<file path="src/rtl/spi_rx_deser.sv">
// Receive-side byte engine for the Quad-SPI core: samples io_in on sample strobes,
// assembles MSB-first bytes in 1-bit or 4-bit mode and pushes them into the receive FIFO.
module spi_rx_deser #(
   parameter int LEN_W    = 9,
   parameter int MISO_IDX = 1
) (
   input  logic             clk,
   input  logic             reset,
   input  logic             start,
   input  logic             abort,
   input  logic             quad_mode,
   input  logic [LEN_W-1:0] byte_len,
   input  logic             sample_en,
   input  logic [3:0]       io_in,
   input  logic             fifo_full,
   output logic             fifo_wr_en,
   output logic [7:0]       fifo_data,
   output logic             busy,
   output logic             done,
   output logic             overflow,
   output logic [LEN_W-1:0] bytes_rcvd
);

   localparam logic [1:0] IDLE  = 2'd0;
   localparam logic [1:0] SHIFT = 2'd1;
   localparam logic [1:0] LAST  = 2'd2;

   logic [1:0]       state_q, state_d;
   logic             quad_q, quad_d;
   logic [LEN_W-1:0] len_q, len_d;
   logic [7:0]       sr_q, sr_d;
   logic [2:0]       bitCnt_q, bitCnt_d;
   logic [LEN_W-1:0] bytes_q, bytes_d;
   logic             push_q, push_d;
   logic [7:0]       data_q, data_d;
   logic             zeroDone_q, zeroDone_d;
   logic             ovf_q, ovf_d;

   logic [7:0]       shiftIn;
   logic [3:0]       cntSum;
   logic [LEN_W-1:0] bytesInc;

   assign shiftIn  = quad_q ? {sr_q[3:0], io_in} : {sr_q[6:0], io_in[MISO_IDX]};
   // The carry out of the 3-bit counter marks the sample that completes a byte.
   assign cntSum   = {1'b0, bitCnt_q} + (quad_q ? 4'd4 : 4'd1);
   assign bytesInc = bytes_q + LEN_W'(1);

   always_comb begin
      state_d    = state_q;
      quad_d     = quad_q;
      len_d      = len_q;
      sr_d       = sr_q;
      bitCnt_d   = bitCnt_q;
      bytes_d    = bytes_q;
      push_d     = 1'b0;
      data_d     = data_q;
      zeroDone_d = 1'b0;
      ovf_d      = ovf_q;
      if (abort) begin
         state_d  = IDLE;
         sr_d     = 8'd0;
         bitCnt_d = 3'd0;
      end else begin
         if (push_q && fifo_full) begin
            ovf_d = 1'b1;
         end
         case (state_q)
            IDLE: begin
               if (start) begin
                  ovf_d = 1'b0;
                  if (byte_len != '0) begin
                     state_d  = SHIFT;
                     quad_d   = quad_mode;
                     len_d    = byte_len;
                     sr_d     = 8'd0;
                     bitCnt_d = 3'd0;
                     bytes_d  = '0;
                  end else begin
                     zeroDone_d = 1'b1;
                  end
               end
            end
            SHIFT: begin
               if (sample_en) begin
                  sr_d     = shiftIn;
                  bitCnt_d = cntSum[2:0];
                  if (cntSum[3]) begin
                     push_d  = 1'b1;
                     data_d  = shiftIn;
                     bytes_d = bytesInc;
                     if (bytesInc == len_q) begin
                        state_d = LAST;
                     end
                  end
               end
            end
            LAST:    state_d = IDLE;
            default: state_d = IDLE;
         endcase
      end
   end

   always_ff @(posedge clk) begin
      if (reset) begin
         state_q    <= IDLE;
         quad_q     <= 1'b0;
         len_q      <= '0;
         sr_q       <= 8'd0;
         bitCnt_q   <= 3'd0;
         bytes_q    <= '0;
         push_q     <= 1'b0;
         data_q     <= 8'd0;
         zeroDone_q <= 1'b0;
         ovf_q      <= 1'b0;
      end else begin
         state_q    <= state_d;
         quad_q     <= quad_d;
         len_q      <= len_d;
         sr_q       <= sr_d;
         bitCnt_q   <= bitCnt_d;
         bytes_q    <= bytes_d;
         push_q     <= push_d;
         data_q     <= data_d;
         zeroDone_q <= zeroDone_d;
         ovf_q      <= ovf_d;
      end
   end

   // A pending byte is suppressed in the same cycle that abort or reset arrives.
   assign fifo_wr_en = push_q && !fifo_full && !abort && !reset;
   assign fifo_data  = data_q;
   assign busy       = (state_q != IDLE);
   assign done       = ((state_q == LAST) && !abort) || zeroDone_q;
   assign overflow   = ovf_q;
   assign bytes_rcvd = bytes_q;

endmodule
</file>
<file path="config.mk">
export PLATFORM = sky130hd
export DESIGN_NAME = spi_rx_deser
export DESIGN_NICKNAME = d
export VERILOG_FILES = /design/src/rtl/spi_rx_deser.sv
export SDC_FILE = /design/constraint.sdc
export NUM_CORES = 1
export LEC_CHECK = 0
export ABC_CLOCK_PERIOD_IN_PS = 1800
export CAP_MARGIN = 15
export CORE_MARGIN = 1.5
export CORE_UTILIZATION = 46
export CTS_CLUSTER_SIZE = 14
export DETAILED_ROUTE_END_ITERATION = 10
export PLACE_DENSITY = 0.85
export SYNTH_ARGS = -nofsm -noshare
export SYNTH_HDL_FRONTEND = slang
export SYNTH_SLANG_ARGS = --single-unit
</file>
<file path="constraint.sdc">
create_clock -name clk -period 1.8 [get_ports clk]
set_clock_uncertainty 0.05 [all_clocks]
set_input_delay 0.36 -clock clk [delete_from_list [all_inputs] [get_ports clk]]
set_output_delay 0.36 -clock clk [all_outputs]
set_load 0.02 [all_outputs]
</file>
==> run metrics <==
crit end category flip-flop; Net Sw Frac 0.239; Clock Path Buffers 2; fraction of power consumed by combinational cells 0.138; HPWL after DPL 3990 um; # DRC 0; cts bufs inserted 5; first-pass GRT wire length 8870 um; TNS Setup -0.158 ns; Routed WL 6170 um; RePlAce Congestion 0.901; # rows 24; Post-DP Area 2850 sq um; number of synthesized flops with an enable pin 0; drt pass-1 iters 4; via count 2,132; GRT Residual Overflow 0; die height 70.7 um; failing checks setup timing; Post-Syn Nets 257; hold crit path type primary input to flip-flop; endpoints failing hold 0; Synth async-reset ratio 0; R2R Setup Slk -0.04 ns; sequential-to-total area share from yosys stat 0.399; CP max FO 4; I/O pin cnt 41; # port buffers 40; clock transition at the registers of the reported paths 0.08 ns; Syn. warnings 0; Post-Syn Area 2110 sq um; DR iter-0 viols 149; CP Data Arrival Time 1.98 ns; vias in the first global route 1,916; CP Data Required Time 1.95 ns; Startpoint Class flip-flop; Worst-Margin Slew 0.377 ns; IR drop worst, VDD 0.000618 V; final worst slack -0.0354 ns; max-cap check violation count 0; RSZ-0062 raised after global routing true; largest net degree at the start of global routing 30; Leak 0.00130 uW; Syn Area/Cell 9.05 sq um; hold_buf cts 0; P_int 1500 uW; synth unique cells 42; relative slew slack 0.748; n_diodes 0; Top FF cell, synth dfxtp_1; DIE WIDTH 70.7 um; Slew Limit Fails 0; Tmin final 1.84 ns; CTS tree done; Reg power frac 0.484; Power Dens Cells 616 nW/um^2; NetSw 470 uW; die area 5000 sq um; fillers 295; proportion of power drawn by the clock network 0.377; Design Power 1970 uW; Sink Count 42; root buf cell clkbuf_8; Syn Inst Count 233; initial core utilization 0.481; Max Clk Rate 545 MHz; Core Area 4380 sq um; WHS 0.345 ns; status finished, violations left; Syn-to-layout area delta 51.3%; Setup Viol. Count Final 8; gr usage total 0.225; clk_lat worst skew 0.31 ns; share of layout cells above drive strength 1 0.341; Routed Antenna Nets 0; Avg Vias per Cell 5.83; drt wl/cell 16.9 um; Post-Place Worst Slack -0.491 ns; initial antenna violation count 0; Final Instance Area 3190 sq um; nets@finish 337; Crit Path Class flip-flop to flip-flop; Tcrit/Tclk final 1.02; Synth Register Bits 42; H-tree depth 2
-- placed cells by master, fill, tap and decap left out, types with 3 or more instances in the layout --
master           count
and3_1               8
nand3_2              3
buf_6                4
a22oi_1              4
dlygate4sd2_1        9
dlymetal6s2s_1       7
a21oi_1              7
nand2b_1             3
clkbuf_8             5
dfxtp_4              3
o21ba_2              7
a311oi_2             3
nand3_1              3
nand2_1             11
xor2_1               6
clkdlybuf4s50_1     22
ha_4                 3
nor2_1              39
buf_4               45
a311oi_1             4
a211oi_1             8
dfxtp_1             34
xnor2_1              6
mux2i_1             16
dfxtp_2              5
-- worst max-delay path, cell delays in order, from the launching register on --
cell and delay, ns:
dfxtp_4 0.36, ha_4 0.16, buf_6 0.13, xnor2_2 0.13, xnor2_1 0.13, nor4_1 0.25, o211ai_1 0.19, o31a_1 0.33
-- cell families (layout without fill, tap and decap cells) --
| group | after synthesis | count (layout) | synth area share |
|---|---|---|---|
| and+or+nand+nor | 89 | 89 | 0.207 |
| AOI/OAI and AO/OA | 49 | 49 | 0.190 |
| DFF | 42 | 42 | 0.399 |
| muxes | 18 | 18 | 0.0861 |
| buffers and inverters | 18 | 99 | 0.0404 |
| xor gates and xnor gates | 13 | 13 | 0.0540 |
| adders and majority gates | 4 | 4 | 0.0237 |
-- final cells by class --
cell class	count	area (sq um)	area share
well taps	52	65.1	0.0204
repair buffers	88	774	0.243
multi-input cells	173	1380	0.431
inverters	3	11.3	0.00353
clock inverters	1	30.0	0.00941
flip-flops and latches	42	858	0.269
clock buffers	7	76.3	0.0239
-- metal layers --
| layer | wire length, um | global-route usage | share of wire |
|---|---|---|---|
| met4 | 138 | 0.101 | 0.022 |
| met1 | 2530 | 0.275 | 0.41 |
| met3 | 398 | 0.0513 | 0.064 |
| met2 | 3100 | 0.378 | 0.50 |
| met5 | 0 | 0 | 0 |
-- power groups by stage --
| stage | Sequential, uW | Combinational, uW | Clock (uW) |
|---|---|---|---|
| 2_1_floorplan | 968 | 119 | 0 |
| 5_1_grt | 954 | 289 | 781 |
| 6_report | 953 | 272 | 742 |
| 3_5_place_dp | 974 | 232 | 0 |
| 4_1_cts | 952 | 244 | 742 |
| 3_3_place_gp | 972 | 224 | 0 |
-- state kept, by name (all words and copies together) (netlist names) --
name,count
state_q,2
zeroDone_q,1
bitCnt_q,3
overflow,1
fifo_data,8
quad_q,1
len_q,9
sr_q,7
bytes_rcvd,9
push_q,1
-- cell usage after synthesis, types with 3 or more instances --
cell type	n	area [sq um]
dfxtp_1	42	841
nor2_1	40	150
mux2i_1	17	170
clkbuf_1	11	41.3
nand2_1	11	41.3
a211oi_1	9	67.6
a311oi_1	8	70.1
and3_1	8	50.1
a21oi_1	7	35.0
o21ba_2	7	70.1
xnor2_1	7	61.3
xor2_1	6	52.6
nand3_1	5	25.0
a22oi_1	4	30.0
a31oi_1	4	25.0
ha_1	4	50.1
nor3_1	4	20.0
inv_1	3	11.3
nand2b_1	3	18.8
nor4_1	3	18.8
or2_2	3	18.8
-- path summary, 6_finish.rpt --
check,start,endpoint,depth (start not counted)
hold reg to reg,fifo_data[6],fifo_data[6],2
hold / removal,byte_len[7],len_q[7],3
setup reg to reg,bytes_rcvd[0],state_q[0],7
setup / recovery,bytes_rcvd[0],state_q[0],7
-- metrics by stage --
stage | std cells | util
after floorplan | 233 | -
after global placement | 352 | 0.651
after detailed placement | 352 | 0.651
after CTS | 361 | 0.689
after global routing | 366 | 0.728
final | 366 | 0.728
-- timing repair --
| action | 4_1_cts | 5_1_grt |
|---|---|---|
| pin swaps | 3 | 16 |
| endpoints found under the setup margin | 34 | 22 |
| buffers inserted | 1 | 5 |
| gates resized for setup | 28 | 34 |
No activity file was read; power rests on OpenSTA's default activity.
